File: config.mk
export PLATFORM = sky130hd
export DESIGN_NAME = instr_loader
export DESIGN_NICKNAME = d
export VERILOG_FILES = /design/src/rtl/instr_loader.sv
export SDC_FILE = /design/constraint.sdc
export NUM_CORES = 1
export LEC_CHECK = 0
export BUFFER_PORTS_ARGS = -buffer_cell sky130_fd_sc_hd__clkbuf_2
export CORE_ASPECT_RATIO = 1.2
export CORE_UTILIZATION = 60
export DETAILED_ROUTE_END_ITERATION = 16
export PLACE_DENSITY = 0.84
export RECOVER_POWER = 100
export SLEW_MARGIN = 0
export SYNTH_ARGS = -nofsm -noshare
export SYNTH_HDL_FRONTEND = slang
export SYNTH_SLANG_ARGS = --single-unit
File: constraint.sdc
create_clock -name clk -period 3.48 [get_ports clk]
set_input_delay 0.174 -clock clk [delete_from_list [all_inputs] [get_ports clk]]
set_output_delay 0.174 -clock clk [all_outputs]
set_load 0.01 [all_outputs]
File: src/rtl/instr_loader.sv
// instr_loader: boot-time program loader sitting in front of the pipelined CPU.
// Assembles a little-endian byte stream into WIDTH-bit words, writes them to
// instruction memory at addresses 0..INSTRACTION_NUMBERS-1 and keeps the CPU in
// reset until the whole program has been written.
// Optional build macro LOADER_CHECKSUM_EN: adds a trailing checksum byte and an
// ERROR state. Without it, DONE follows the final write and error is tied low.
//
// state | meaning
// ------+--------------------------------------------------------------
// IDLE  | waiting for start, CPU held in reset
// RECV  | accepting bytes of the current word (byte_ready=1)
// WRITE | one-cycle memory write of the assembled word
// CHECK | accepting the single checksum byte (checksum build only)
// DONE  | program loaded, CPU released, only rst leaves
// ERROR | checksum mismatch, CPU held in reset (checksum build only)

module instr_loader #(
   parameter  int WIDTH               = 32,
   parameter  int INSTRACTION_NUMBERS = 8,
   localparam int AW                  = (INSTRACTION_NUMBERS > 1) ? $clog2(INSTRACTION_NUMBERS) : 1
) (
   input  logic             clk,
   input  logic             rst,
   input  logic             start,
   input  logic [7:0]       byte_data,
   input  logic             byte_valid,
   output logic             byte_ready,
   output logic             imem_we,
   output logic [AW-1:0]    imem_addr,
   output logic [WIDTH-1:0] imem_wdata,
   output logic             cpu_rst,
   output logic             busy,
   output logic             done,
   output logic             error
);

   localparam int BYTES = WIDTH / 8;
   localparam int BCW   = (BYTES > 1) ? $clog2(BYTES) : 1;

   localparam logic [BCW-1:0] LAST_BYTE = BCW'(BYTES - 1);
   localparam logic [AW-1:0]  LAST_WORD = AW'(INSTRACTION_NUMBERS - 1);

   localparam logic [2:0] ST_IDLE  = 3'd0;
   localparam logic [2:0] ST_RECV  = 3'd1;
   localparam logic [2:0] ST_WRITE = 3'd2;
   localparam logic [2:0] ST_DONE  = 3'd3;
`ifdef LOADER_CHECKSUM_EN
   localparam logic [2:0] ST_CHECK = 3'd4;
   localparam logic [2:0] ST_ERROR = 3'd5;
   localparam logic [2:0] ST_FINAL = ST_CHECK;
`else
   localparam logic [2:0] ST_FINAL = ST_DONE;
`endif

   logic [2:0]       state;
   logic [2:0]       state_nxt;
   logic [BCW-1:0]   byte_cnt;
   logic [AW-1:0]    word_cnt;
   logic [WIDTH-1:0] asm_word;
   logic [WIDTH-1:0] asm_nxt;
   logic             accept;
   logic             last_byte;
   logic             last_word;
   logic             restart;
   logic             ready_nxt;
   logic             busy_nxt;
`ifdef LOADER_CHECKSUM_EN
   logic [7:0]       sum;
   logic [7:0]       sum_nxt;
`endif

   assign accept    = byte_valid && byte_ready;
   assign last_byte = (byte_cnt == LAST_BYTE);
   assign last_word = (word_cnt == LAST_WORD);

`ifdef LOADER_CHECKSUM_EN
   assign restart = start && ((state == ST_IDLE) || (state == ST_ERROR));
   assign sum_nxt = sum + byte_data;
`else
   assign restart = start && (state == ST_IDLE);
`endif

   // Drop the incoming byte into its little-endian lane of the word being built.
   always_comb begin
      asm_nxt = asm_word;
      for (int i = 0; i < BYTES; i++) begin
         if (byte_cnt == BCW'(i)) begin
            asm_nxt[8*i +: 8] = byte_data;
         end
      end
   end

   // Next-state decision and the registered-output values that follow from it.
   always_comb begin
      state_nxt = state;
      case (state)
         ST_IDLE: begin
            if (start) begin
               state_nxt = ST_RECV;
            end
         end
         ST_RECV: begin
            if (accept && last_byte) begin
               state_nxt = ST_WRITE;
            end
         end
         ST_WRITE: begin
            if (last_word) begin
               state_nxt = ST_FINAL;
            end else begin
               state_nxt = ST_RECV;
            end
         end
`ifdef LOADER_CHECKSUM_EN
         ST_CHECK: begin
            if (accept) begin
               state_nxt = (sum_nxt == 8'h00) ? ST_DONE : ST_ERROR;
            end
         end
         ST_ERROR: begin
            if (start) begin
               state_nxt = ST_RECV;
            end
         end
`endif
         ST_DONE: begin
            state_nxt = ST_DONE;
         end
         default: begin
            state_nxt = ST_IDLE;
         end
      endcase

      ready_nxt = (state_nxt == ST_RECV);
`ifdef LOADER_CHECKSUM_EN
      ready_nxt = ready_nxt || (state_nxt == ST_CHECK);
`endif
      busy_nxt  = ready_nxt || (state_nxt == ST_WRITE);
   end

   // State register and the status/handshake outputs, all registered.
   always_ff @(posedge clk) begin
      if (rst) begin
         state      <= ST_IDLE;
         byte_ready <= 1'b0;
         imem_we    <= 1'b0;
         cpu_rst    <= 1'b1;
         busy       <= 1'b0;
         done       <= 1'b0;
      end else begin
         state      <= state_nxt;
         byte_ready <= ready_nxt;
         imem_we    <= (state_nxt == ST_WRITE);
         cpu_rst    <= (state_nxt != ST_DONE);
         busy       <= busy_nxt;
         done       <= (state_nxt == ST_DONE);
      end
   end

   // Byte/word counters, word assembly and the memory write address/data.
   always_ff @(posedge clk) begin
      if (rst) begin
         byte_cnt   <= '0;
         word_cnt   <= '0;
         asm_word   <= '0;
         imem_addr  <= '0;
         imem_wdata <= '0;
      end else if (restart) begin
         byte_cnt <= '0;
         word_cnt <= '0;
         asm_word <= '0;
      end else if ((state == ST_RECV) && accept) begin
         asm_word <= asm_nxt;
         if (last_byte) begin
            byte_cnt   <= '0;
            imem_addr  <= word_cnt;
            imem_wdata <= asm_nxt;
         end else begin
            byte_cnt <= byte_cnt + BCW'(1);
         end
      end else if ((state == ST_WRITE) && !last_word) begin
         word_cnt <= word_cnt + AW'(1);
      end
   end

`ifdef LOADER_CHECKSUM_EN
   // Running modulo-256 sum over every data byte plus the checksum byte.
   always_ff @(posedge clk) begin
      if (rst) begin
         sum <= 8'h00;
      end else if (restart) begin
         sum <= 8'h00;
      end else if (((state == ST_RECV) || (state == ST_CHECK)) && accept) begin
         sum <= sum_nxt;
      end
   end

   // Error flag follows the ERROR state; a restart clears it.
   always_ff @(posedge clk) begin
      if (rst) begin
         error <= 1'b0;
      end else begin
         error <= (state_nxt == ST_ERROR);
      end
   end
`else
   assign error = 1'b0;
`endif

endmodule
==> impl_metrics.py, run 1 <==
metrics = {
    "run_status": {
        "status": "complete, but fails checks",
        "violations": "max-capacitance violations, max-slew violations",
    },
    "critical_path": {
        "critPathRequiredTime_ns": 3.64,
        "cp.arrival_ns": 2.99,
        "critPathLaunchType": "register",
        "cp_max_fo": 30,
        "end_kind": "register",
        "crit_type": "register to register",
    },
    "clock_tree": {
        "cts_resized": 0,
        "cts_tree": "done",
        "clkTransAtPathRegs_ns": 0.07,
        "cts.sinks": 72,
        "holdBufCountCts": 0,
        "cts_buffer_depth": 2,
        "clock_latency_ns": 0.35,
        "h-tree-depth": 3,
        "cts_setup_buffers": 0,
        "cts_buffers": 9,
        "cts-root-buf": "clkbuf_8",
    },
    "synthesis": {
        "synth_cell_types": 38,
        "yosysTopAreaCell": "dfxtp_1",
        "synth_top_area_share_pct": 43.92,
        "synth_area_leaders": "dfxtp_1, mux2i_1, nand3b_1",
        "async_flop_share_pct": 0,
        "synth_area_um2": 3282,
        "syn_inst": 324,
        "yosysWarnings": 0,
        "avgSynthCellArea_um2": 10.13,
        "synth_edf_count": 0,
        "ys_ff_latch": 72,
        "yosysSeqAreaShare_pct": 43.92,
        "ys.flop_type": "dfxtp_1",
    },
    "sta": {
        "finalHoldViolCount": 0,
        "tightest_slew_ns": 1.846,
        "maxSlewHeadroom_pct": -23.72,
        "report.final.setup_viol": 0,
        "fmax_mhz": 352.8,
        "hold_ws_ns": 0.2118,
        "period_minus_slack_ns": 2.834,
        "fin_tns_setup_ns": 0,
        "drv_slew": 31,
        "fin_skew_ns": 0.004558,
        "final.period_utilization_pct": 81.45,
        "grt_setup_unrepaired": "no",
    },
    "placement": {
        "dp.cells": 407,
        "dp_hpwl_mm": 4.947,
        "place_congestion": 0.7857,
        "io_buffers": 51,
    },
    "finish": {
        "antenna_cells": 0,
        "final_cell_mix": "dfxtp_1, mux2i_1, clkbuf_1",
        "layout_commonest_cell": "dfxtp_1",
        "drive_above_1_share_pct": 8.333,
        "instances_no_fill": 422,
        "nets": 374,
        "syn2layout_area_growth_pct": 8.006,
    },
    "route": {
        "vias": 2681,
        "routed_via_density": 6.353,
        "ant_nets": 0,
        "wl_per_cell_um": 18.26,
        "drt-total-wl_mm": 7.704,
        "drc": 0,
        "first_pass_iters": 5,
        "drt_iter0_markers": 226,
    },
    "die": {
        "fp-row-count": 29,
        "dieWidth_um": 69.52,
        "start_util_pct": 62.38,
        "die_h_um": 83.02,
        "design.core.area_um2": 5261,
        "die_area_um2": 5771,
        "io_pins": 53,
    },
    "power": {
        "power_density_nw_per_um2": 405.8,
        "ir_drop_mv": 0.2094,
        "p_leak_nw": 1.260,
        "power_mw": 1.439,
    },
    "grt": {
        "grt_util_all_layers_pct": 26.71,
        "overflow": 0,
        "grt_pass1_wl_mm": 12.11,
        "grt_pass1_vias": 2424,
        "antenna_found_initial": 0,
        "grt_max_degree": 46,
    },
    "hold_path": {
        "hold_class": "input port to register",
    },
    "flow_run": {
        "maxCapViolations": 1,
    },
}
-- power by group --
group	internal, mW	switching, mW
Combinational	0.0220	0.0494
Sequential	0.826	0.00323
Clock	0.255	0.283
Total	1.10	0.336
-- synth_stat cells, types with 2 or more instances --
| cell type | instances |
|---|---|
| o21ai_0 | 10 |
| inv_1 | 3 |
| nand2b_1 | 7 |
| buf_1 | 3 |
| nand4_1 | 13 |
| dfxtp_1 | 72 |
| nand2_1 | 7 |
| nor2b_1 | 6 |
| clkbuf_1 | 17 |
| buf_4 | 6 |
| a211oi_1 | 24 |
| a31oi_1 | 24 |
| and3_1 | 2 |
| nand3_1 | 3 |
| nor2_1 | 6 |
| buf_2 | 6 |
| nand3b_1 | 26 |
| mux2i_1 | 50 |
| buf_6 | 4 |
| nand3_2 | 2 |
| a21oi_1 | 7 |
| o31ai_1 | 5 |
| ha_1 | 6 |
-- final timing paths --
| check | start | end | slack, ns | cells after the start |
|---|---|---|---|---|
| setup / recovery | state[2]$_SDFF_PP0_ | imem_wdata[26]$_SDFFE_PP0P_ | 0.65 | 3 |
| hold / removal | byte_data[5] | imem_wdata[29]$_SDFFE_PP0P_ | 0.21 | 3 |
| setup reg to reg | state[2]$_SDFF_PP0_ | imem_wdata[26]$_SDFFE_PP0P_ | 0.65 | 3 |
| hold reg to reg | imem_wdata[31]$_SDFFE_PP0P_ | imem_wdata[31]$_SDFFE_PP0P_ | 0.48 | 2 |
-- logic make-up (layout without fill, tap and decap cells) --
group                    count (synthesis)  in the layout  share of synthesized area, %
AO/OA/AOI/OAI                           74             74                         15.10
adder cells (fa/ha/maj)                  6              6                         2.287
flip-flops                              72             72                         43.92
other                                    1              2                        0.1143
buffers and inverters                   41             76                         6.519
AND/OR/NAND/NOR                         79             79                         16.55
multiplexers                            50             50                         15.25
XOR/XNOR                                 1              1                        0.2669
-- metal layers --
| metal | global-route usage [%] | up-vias | part of all wire, % |
|---|---|---|---|
| met5 | 0 | - | 0 |
| met4 | 13.36 | 0 | 2.2 |
| met3 | 5.218 | 17 | 6.4 |
| met2 | 43.51 | 100 | 50 |
| met1 | 33.51 | 1302 | 42 |
| li1 | - | 1262 | - |
-- through the flow --
stage                     utilization, %  cell area, um^2  setup slack [ns]
after floorplan                        -             3286             1.902
after CTS                          68.87             3623             1.237
after global placement             66.06             3476             1.351
after global routing               67.37             3545            0.5461
after detailed placement           66.06             3476             1.270
final                              67.37             3545            0.6456
-- sequential cells by signal, summed over array words and instances, names as in the netlist --
register	count
imem_wdata	32
asm_word	24
imem_addr	3
state	3
word_cnt	3
byte_cnt	2
busy	1
byte_ready	1
cpu_rst	1
done	1
imem_we	1
-- area by class of cell --
type                    count  area, um^2
fillers                   430        1717
multi-input cells         212        1624
flip-flops and latches     72        1441
repair buffers             56       235.2
clock buffers              14       142.6
well taps                  62       77.57
inverters                   5       18.77
clock inverters             1       5.005
-- critical path, cell delays in order (launching register included) --
cell,delay [ns]
dfxtp_1,0.41
nand4bb_1,0.47
nor3_2,1.48
o21ai_0,0.27
(Power assumes the default switching activity.)
==> run 2, diff against run 1 <==
--- a/config.mk
+++ b/config.mk
@@ -7,9 +7,9 @@
 export LEC_CHECK = 0
 export BUFFER_PORTS_ARGS = -buffer_cell sky130_fd_sc_hd__clkbuf_2
 export CORE_ASPECT_RATIO = 1.2
-export CORE_UTILIZATION = 60
+export CORE_UTILIZATION = 56
 export DETAILED_ROUTE_END_ITERATION = 16
-export PLACE_DENSITY = 0.84
+export PLACE_DENSITY = 0.79
 export RECOVER_POWER = 100
 export SLEW_MARGIN = 0
 export SYNTH_ARGS = -nofsm -noshare
==> constraint.sdc (replaced) <==
create_clock -name clk -period 2.9 [get_ports clk]
set_input_delay 0.145 -clock clk [delete_from_list [all_inputs] [get_ports clk]]
set_output_delay 0.145 -clock clk [all_outputs]
set_load 0.01 [all_outputs]
==> impl_metrics.py, run 2 (synthesis results as in run 1) <==
metrics = {
    "route": {
        "routed_via_density": 6.034,
        "vias": 2673,
        "drt-total-wl_mm": 7.883,
        "drt_iter0_markers": 199,
        "ant_nets": 0,
        "first_pass_iters": 4,
        "drc": 0,
        "wl_per_cell_um": 17.79,
    },
    "grt": {
        "grt_pass1_vias": 2508,
        "grt_pass1_wl_mm": 12.43,
        "grt_max_degree": 63,
        "antenna_found_initial": 0,
        "overflow": 0,
        "grt_util_all_layers_pct": 26.32,
    },
    "die": {
        "start_util_pct": 57.90,
        "die_h_um": 85.86,
        "dieWidth_um": 71.89,
        "io_pins": 53,
        "die_area_um2": 6172,
        "fp-row-count": 30,
        "design.core.area_um2": 5668,
    },
    "hold_path": {
        "hold_class": "input port to register",
    },
    "finish": {
        "syn2layout_area_growth_pct": 13.00,
        "layout_commonest_cell": "dfxtp_1",
        "drive_above_1_share_pct": 10.74,
        "final_area_um2": 3709,
        "final_cell_mix": "dfxtp_1, mux2i_1, clkbuf_1",
        "multiInputGateArea_um2": 1624,
        "finish.utilization_pct": 65.43,
        "largest_register_ff_count": 32,
        "top_register": "imem_wdata",
        "instances_no_fill": 443,
        "ff_latch_area_um2": 1441,
        "antenna_cells": 0,
        "nets": 376,
        "fill_cells": 490,
        "reg.largest.list": "imem_wdata x32, asm_word x24",
    },
    "critical_path": {
        "critPathLaunchType": "register",
        "critPathRequiredTime_ns": 3.11,
        "end_kind": "register",
        "crit_type": "register to register",
        "cp_max_fo": 30,
        "cp.arrival_ns": 2.43,
    },
    "clock_tree": {
        "cts_setup_buffers": 0,
        "cts_buffer_depth": 2,
        "h-tree-depth": 3,
        "cts.sinks": 72,
        "clock_latency_ns": 0.35,
        "clkTransAtPathRegs_ns": 0.08,
        "cts_tree": "done",
        "cts_resized": 0,
        "cts-root-buf": "clkbuf_8",
        "holdBufCountCts": 0,
        "cts_buffers": 9,
    },
    "flow_run": {
        "maxCapViolations": 0,
    },
    "placement": {
        "place_congestion": 0.7570,
        "dp.cells": 427,
        "dp_hpwl_mm": 5.010,
        "io_buffers": 51,
        "place_ws_ns": 0.9711,
        "place_area_um2": 3513,
    },
    "sta": {
        "setup_slack_ns": 0.6744,
        "fin_skew_ns": 0.006630,
        "report.final.setup_viol": 0,
        "drv_slew": 0,
        "maxSlewHeadroom_pct": 23.33,
        "final.period_utilization_pct": 76.74,
        "hold_ws_ns": 0.1665,
        "fmax_mhz": 449.3,
        "fin_tns_setup_ns": 0,
        "tightest_slew_ns": 1.150,
        "period_minus_slack_ns": 2.226,
        "grt_setup_unrepaired": "no",
        "finalHoldViolCount": 0,
    },
    "run_status": {
        "status": "completed",
    },
    "power": {
        "ir_drop_mv": 0.4547,
        "p_leak_nw": 1.334,
        "power_mw": 2.149,
        "power_density_nw_per_um2": 579.5,
    },
}
## run 2: area by class of cell
| class | count | share of cell area [%] |
|---|---|---|
| multi-input combinational | 212 | 43.79 |
| sequential | 72 | 38.87 |
| timing repair buffer | 58 | 6.883 |
| clock buffer | 11 | 3.812 |
| clock inverter | 5 | 3.441 |
| tap | 80 | 2.699 |
| inverter | 5 | 0.5061 |
## run 2: metal layers
layer | GRT usage (%) | share of wire (%) | vias to the layer above | wire [um]
met4 | 10.70 | 1.9 | 0 | 147
met5 | 0 | 0 | - | 0
met3 | 6.463 | 4.5 | 13 | 358
li1 | - | - | 1270 | -
met2 | 41.85 | 49 | 82 | 3858
met1 | 34.25 | 45 | 1308 | 3519
## run 2: power by group
| group | internal, mW | switching (mW) |
|---|---|---|
| combinational | 0.0267 | 0.0611 |
| sequential | 0.990 | 0.00380 |
| clock | 0.682 | 0.385 |
## run 2: final timing paths
path	start	endpoint	slack (ns)	depth (start not counted)
hold reg to reg	imem_addr[0]$_SDFFE_PP0P_	imem_addr[0]$_SDFFE_PP0P_	0.48	2
setup reg to reg	byte_cnt[1]$_SDFFE_PP0P_	imem_wdata[26]$_SDFFE_PP0P_	0.67	6
hold / removal	byte_data[5]	imem_wdata[29]$_SDFFE_PP0P_	0.17	3
setup / recovery	byte_cnt[1]$_SDFFE_PP0P_	imem_wdata[26]$_SDFFE_PP0P_	0.67	6
## run 2: critical path, stage by stage, from the launching register on
cell	delay, ns
dfxtp_1	0.38
ha_1	0.19
buf_4	0.26
clkinv_1	0.25
nor3_1	0.25
clkbuf_2	0.55
o21ai_0	0.20
